[src/rtl/sat_updown_counter.sv]
// sat_updown_counter: up/down counter saturating at 0 and MAX, with priority load
module sat_updown_counter #(
    parameter int MAX = 8,
    parameter int W   = $clog2(MAX + 1)
) (
    input  logic         clk,
    input  logic         rstn,
    input  logic         inc,
    input  logic         dec,
    input  logic         load,
    input  logic [W-1:0] load_val,
    output logic [W-1:0] q
);
    always_ff @(posedge clk or negedge rstn) begin
        if (!rstn) q <= '0;
        else if (load) q <= load_val;
        else if (inc && !dec && q < W'(MAX)) q <= q + 1'b1;
        else if (dec && !inc && q != '0) q <= q - 1'b1;
    end
endmodule

[config.mk]
export PLATFORM = sky130hd
export DESIGN_NAME = sat_updown_counter
export DESIGN_NICKNAME = d
export VERILOG_FILES = /design/src/rtl/sat_updown_counter.sv
export SDC_FILE = /design/constraint.sdc
export NUM_CORES = 1
export LEC_CHECK = 0
export CAP_MARGIN = 10
export CELL_PAD_IN_SITES_DETAIL_PLACEMENT = 1
export CELL_PAD_IN_SITES_GLOBAL_PLACEMENT = 1
export CORE_AREA = 2 2 39 41
export CTS_CLUSTER_DIAMETER = 150
export DETAILED_ROUTE_END_ITERATION = 12
export DIE_AREA = 0 0 41 43
export PLACE_DENSITY = 0.72
export SYNTH_ARGS = -nofsm -noshare
export SYNTH_HDL_FRONTEND = slang
export SYNTH_SLANG_ARGS = --single-unit
[constraint.sdc]
create_clock -name clk -period 2.25 [get_ports clk]
set_input_delay 0.225 -clock clk [delete_from_list [all_inputs] [get_ports clk]]
set_output_delay 0.225 -clock clk [all_outputs]
set_load 0.03 [all_outputs]
* After elaboration in Yosys (flattened, before gate mapping) *
Cells that the tools add are included.

operators by class
  reductions and logical operators = 8
  multiplexer cells = 3
  divide/modulo/power cells = 0
  shift-type cells = 0
  equality and inequality tests = 0
  add/subtract/negate cells = 2
  order comparisons = 1
  multiply operators = 0
  bitwise gates (word level) = 0

operators with widths
  operator                                          number
  two-way mux 4 bit                                 3
  adder 4 x 1 -> 4 bit, second input constant       1
  logical AND 1 bit                                 4
  < comparator 4 bit, second input constant         1
  nonzero test 4 bit                                1
  subtractor 4 x 1 -> 4 bit, second input constant  1
  nonzero test 3 bit                                1
  logical NOT 1 bit                                 2

word-level totals
  memories = 0
  register bits after elaboration = 4
  input bits = 9
  word-level logic and storage cells = 15
  memory bits (writable) = 0
  memory bits (read-only) = 0
  latch bits = 0

* Logic depth before layout (Yosys ltp) *
Gate-level depths: netlist of run 1.

  depth after elaboration = 6
  mapped depth = 8
  gate-level depth less buffers = 8

* Worst setup path after synthesis of run 1 *
Ideal clock, no wire load.

  kind = register to register
  from = reg q[3]
  to = reg q[1]
  period minus slack after synthesis = 1.863 ns
  arrival = 1.736 ns
  setup time = 0.128 ns
  buffers on the path = 0
  cell stages (with the launch flop) = 6
  path slack = 0.387 ns
  cell sequence = dfrtp_1 > nor2_1 > inv_1 > fa_1 > mux2_2 > mux2_1

between the ends
  cells in the longest elaborated chain, start to end = 4
  elaborated cells between the ends (all ways) = 7

ends and longest elaborated chain
  what                    RTL line  RTL
  from (decl)             12        output logic [W-1:0] q
  from (signal assigned)  16        else if (load) q <= load_val;
  from (signal assigned)  17        else if (inc && !dec && q < W'(MAX)) q <= q + 1'b1;
  from (signal assigned)  18        else if (dec && !inc && q != '0) q <= q - 1'b1;
  < comparator 4 bit      17
  logical AND 1 bit       17
  two-way mux 4 bit       17
  two-way mux 4 bit       16

Several ways; a longest one is shown, not always the timed one.
A chain may end at the register's enable or synchronous reset.

* Worst setup path after layout of run 1 *
  from = in dec
  to = reg q[1]

between the ends
  cells in the longest elaborated chain, start to end = 5
  elaborated cells between the ends (all ways) = 8

ends and longest elaborated chain
  what                            RTL line  RTL
  from (decl)                     9         input logic dec,
  logical NOT 1 bit               17
  logical AND 1 bit (2 in a row)  17
  two-way mux 4 bit               17
  two-way mux 4 bit               16

Several ways; a longest one is shown, not always the timed one.

==> reports/results.ini, run 1 <==
[run_status]
outcome = completed

[detailed_routing]
wl_um = 644
via_count = 278
ant_nets = 0
wl_met3_um = 20
drc = 0
met2_length_um = 356
via_per_inst = 4.484
dr.first_iter.drc_count = 2
firstDrtPassIters = 2
top_layer = met3
wl_met1_um = 267
wl_per_cell_um = 10.39

[hold_path]
min_path_type = primary input to async pin

[final_layout]
fin_nets = 60
layout.cells.non_filler = 62
antennaDiodeCount = 0
top_regs = q (4)
area_growth_pct = 52.85
drive_gt1_frac = 0.1304
final_util = 0.3400
largest_register = q
largest_reg_flops = 4

[timing]
fin_skew_ps = 1.804
drv_slew = 0
hold_viol = 0
fin_crit_sh = 0.8687
finalSetupViolCount = 0
fmax_ghz = 0.5116
rsz0062_at_grt = no
fin_tns_setup_ps = 0
worst_pin_slew_ps = 335.2
slew_headroom = 0.7745
min_period_ps = 1955

[worst_setup_path]
ff2ff_setup_slack_ps = 430
crit_type = primary input to register
rr_startpoint = q[3]
r2r_end = q[1]
start_kind = primary input
crit_path_max_incr_delay_ps = 440
cp-end-kind = register
cp_num_cells = 7
cp_max_fo = 3
crit_chain = clkdlybuf4s50_1 -> nand2b_1 -> nor2_1 -> inv_1 -> fa_1 -> mux2_2 -> mux2_1
critPathTopFamily = multiplexers
critPathLaunch = dec
path_buf_inv = 2
cp.required_ps = 2360
critical_path.slowest_cell = fa_1
arrival_ps = 2060
reg2reg_depth = 5

[floorplan]
coreArea_mm2 = 0.001384
start_util = 0.2224
fp-row-count = 14
ios = 13
die_x_um = 41
dieArea_mm2 = 0.001763
die_h_um = 43

[global_routing]
grt_pass1_wl_um = 1104
grt-ovfl-total = 0
grt_pass1_vias = 287
grt_max_degree = 9
grt_usage = 0.09596
antenna_found_initial = 0

[clocking]
h-tree-depth = 1
clk_path_buf_depth = 2
cts_resized = 0
cts.reportedPaths.clkPinSlew_ps = 40
clock-sinks = 4
cts_tree = built
cts_setup_buffers = 0
clkLatencyLatePin_ps = 230
numCtsBuffers = 3
root_buffer = clkbuf_4
cts_hold_buffers = 0

[synth]
ys_ff_latch = 4
syn_nets = 43
synth_area_per_cell_um2 = 9.929
synth_area_leaders = dfrtp_1 (33%), mux2_1 (11%), ha_1 (8.1%)
yosysTopAreaCell = dfrtp_1
syn_inst = 31
synth_cell_type_count = 18
yosysTopAreaCellShare = 0.3252
ys_warn_count = 0
ys_seq_area_frac = 0.3252
syn_area_um2 = 307.8

[power_and_ir_drop]
powerDensity_mw_per_mm2 = 1022
power_leakage_nw = 0.1858
ir_worst_vdd_mv = 0.3309
finalPower_w = 0.0004806

[placement]
gp_congestion = 0.6634
placedCellCount = 59
port-buffer-count = 12

[run]
cap_violations = 0

## synthesized netlist by cell type, drive strengths merged
| cell | instances |
|---|---|
| nor4 | 1 |
| nor3 | 2 |
| xnor2 | 1 |
| a21oi | 3 |
| nor2b | 1 |
| nor2 | 2 |
| dfrtp | 4 |
| nand2 | 2 |
| o21ai | 2 |
| ha | 2 |
| fa | 1 |
| a21o | 1 |
| mux2 | 4 |
| inv | 1 |
| nand2b | 3 |
| mux2i | 1 |
## stage by stage
stage          worst slack (ps)  hold WS (ps)  instance area (µm²)
2_1_floorplan             386.8        -70.59                307.8
3_3_place_gp              57.29         439.9                447.9
3_5_place_dp              59.60         442.7                447.9
4_1_cts                   290.7         190.4                470.5
5_1_grt                   209.2         199.8                470.5
6_report                  295.4         196.4                470.5
## layer usage
metal	vias up	global-route usage
li1	141	-
met1	132	0.1016
met2	5	0.1438
met3	0	0.01571
met4	0	0.1000
met5	-	0
## kinds of logic (layout without fill, tap and decap cells)
group,Yosys count,after routing,share of synthesized area
simple gates,11,11,0.1992
compound gates,6,6,0.1097
mux,5,5,0.1789
flops,4,4,0.3252
fa+ha+maj,3,3,0.1463
xor+xnor,1,1,0.02846
buf+inv,1,16,0.01218
## worst reg2reg max path, cell delays in order, from the launching register on
cell and delay, ps:
dfrtp_1 410, nor2_1 190, inv_1 110, fa_1 440, mux2_2 260, mux2_1 280
## area by class of cell
class	instances	area, µm²
inverter	1	3.754
multi-input combinational	26	203.9
clock buffer	3	22.52
timing repair buffer	12	120.1
fill	174	913.4
sequential	4	100.1
tap	16	20.02
## how the worst max path moves through the flow
stage | end | slack (ps)
after floorplan | q[1] | 390
after global placement | q[1] | 60
after detailed placement | q[1] | 60
after CTS | q[1] | 290
after global routing | q[1] | 210
final | q[1] | 300
## cell usage in the layout (no fill, tap or decap)
cell type	instances
mux2_1	3
nor4_1	1
ha_1	2
fa_1	1
a21o_2	1
clkdlybuf4s50_1	12
nor3_1	1
nor2b_1	1
nor3_2	1
clkbuf_4	3
a21oi_1	3
o21ai_0	2
nor2_1	2
xnor2_1	1
dfrtp_1	4
nand2_1	2
mux2_2	1
nand2b_1	3
inv_1	1
mux2i_1	1
## report_power, final
group	switching, W	internal, W	leakage, nW	total, W
logic	0.000123	0.000136	0.126	0.000259
clock network	0.0000272	0.0000595	0.0138	0.0000868
registers	0.0000369	0.0000981	0.0464	0.000135
total	0.000187	0.000293	0.186	0.000481
No activity file was read; power rests on OpenSTA's default activity.
==> run 2: changes to the inputs <==
- CAP_MARGIN: 10 -> not set
- MAX_ROUTING_LAYER: not set -> met4
- PLACE_DENSITY: 0.72 -> 0.74
==> run 2 against run 1 <==
  * Fmax up 1.0%
  * Global-route usage grew 0.95 points
  * Clock skew rose by 0.80 ps
  * Via count increased by 1.1%
  * Clock-buffer cell count unchanged
  * Sequential power is essentially flat
  * Wire length up 1.7%
  * Design area unchanged
  * Final cell count unchanged
  * Worst setup slack gained 20 ps
  * Largest cell class unchanged
  * Largest power group unchanged
==> reports/results.ini, run 2 (synthesis gave the netlist of run 1 again) <==
[run_status]
outcome = completed

[final_layout]
largest_register = q
fin_nets = 60
final_cell_mix = clkdlybuf4s50_1 (12), dfrtp_1 (4)
top_regs = q (4)
layout.cells.non_filler = 62
drive_gt1_frac = 0.1304
final_common_cell = clkdlybuf4s50_1
largest_reg_flops = 4
area_growth_pct = 52.85
antennaDiodeCount = 0

[timing]
fin_tns_setup_ps = 0
fin_crit_sh = 0.8600
fin_skew_ps = 2.601
hold_viol = 0
min_period_ps = 1935
worst_pin_slew_ps = 329.5
finalSetupViolCount = 0
slew_headroom = 0.7783
drv_slew = 0
rsz0062_at_grt = no
fmax_ghz = 0.5168

[global_routing]
antenna_found_initial = 0
grt_pass1_wl_um = 1207
grt-ovfl-total = 0
grt_max_degree = 9
grt_pass1_vias = 308
grt_usage = 0.1055

[floorplan]
die_x_um = 41
dieArea_mm2 = 0.001763
ios = 13
fp-row-count = 14
die_h_um = 43
start_util = 0.2224
coreArea_mm2 = 0.001384

[detailed_routing]
ant_nets = 0
via_count = 281
wl_um = 655
dr.first_iter.drc_count = 0
firstDrtPassIters = 1
wl_per_cell_um = 10.56
via_per_inst = 4.532
drc = 0

[clocking]
cts_setup_buffers = 0
cts.reportedPaths.clkPinSlew_ps = 40
h-tree-depth = 1
cts_hold_buffers = 0
root_buffer = clkbuf_4
clock-sinks = 4
cts_tree = built
clk_path_buf_depth = 2
numCtsBuffers = 3
clkLatencyLatePin_ps = 230
cts_resized = 0

[worst_setup_path]
rr_startpoint = q[3]
ff2ff_setup_slack_ps = 440
cp.required_ps = 2360
cp_max_fo = 3
reg2reg_depth = 5
critPathLaunch = dec
arrival_ps = 2040
r2r_end = q[1]
crit_type = primary input to register
cp-endpoint = q[1]
cp-end-kind = register
start_kind = primary input

[power_and_ir_drop]
clockPowerShare = 0.180
ir_worst_vdd_mv = 0.3535
power_leakage_nw = 0.1858
p_seq_frac = 0.285
p_comb_frac = 0.535
power_switching_w = 0.0001888
powerDensity_mw_per_mm2 = 1025
switching_share = 0.3917
intPower_w = 0.0002932

[run]
cap_violations = 0

[placement]
port-buffer-count = 12
gp_congestion = 0.6062
placedCellCount = 59
post-dp-hpwl_um = 569.7

[hold_path]
min_path_type = primary input to async pin

-- run 2: cell counts in the layout (fill, tap and decap cells not counted) --
Identical to the previous run, type by type.
-- run 2: metal layers --
layer	part of all wire	wire length, µm	global-route usage	vias to the layer above
met3	0.029	19	0.01571	2
met4	0.011	7	0.1000	0
met5	0	0	-	-
li1	-	-	-	140
met2	0.56	368	0.1531	5
met1	0.40	259	0.1144	134
-- run 2: area by class of cell --
cell class              count  area [µm²]
inverters                   1       3.754
fillers                   176       913.4
well taps                  16       20.02
clock buffers               3       22.52
repair buffers             12       120.1
flip-flops and latches      4       100.1
multi-input cells          26       203.9
-- run 2: worst min path at each step --
stage | startpoint | to | slack, ps
after detailed placement | rstn | q[3] | 440
after CTS | rstn | q[3] | 190
after floorplan | rstn | q[0] | -70
final | rstn | q[2] | 190
after global placement | rstn | q[3] | 440
after global routing | rstn | q[2] | 200
-- run 2: power by group through the flow --
stage	logic, W	clock network (W)	registers, W
after floorplan	0.000118	0	0.000182
after global placement	0.000258	0	0.000136
after detailed placement	0.000262	0	0.000141
after CTS	0.000264	0.0000931	0.000140
after global routing	0.000283	0.0000940	0.000146
final	0.000258	0.0000865	0.000137
-- run 2: metrics by stage --
step                      hold slack, ps    util  cell area, µm²  setup slack [ps]  total power, W
after global routing               201.1  0.3400           470.5             199.3       0.0005227
after CTS                          187.0  0.3400           470.5             306.7       0.0004968
after detailed placement           440.2  0.3237           447.9             74.85       0.0004022
final                              192.0  0.3400           470.5             315.0       0.0004820
after floorplan                   -70.59       -           307.8             386.8       0.0002999
after global placement             435.3  0.3237           447.9             61.80       0.0003948
-- run 2: critical path, cell delays in order --
cell             delay, ps
clkdlybuf4s50_1        420
nand2b_1               160
nor2_1                 150
inv_1                  110
fa_1                   440
mux2_2                 260
mux2_1                 280
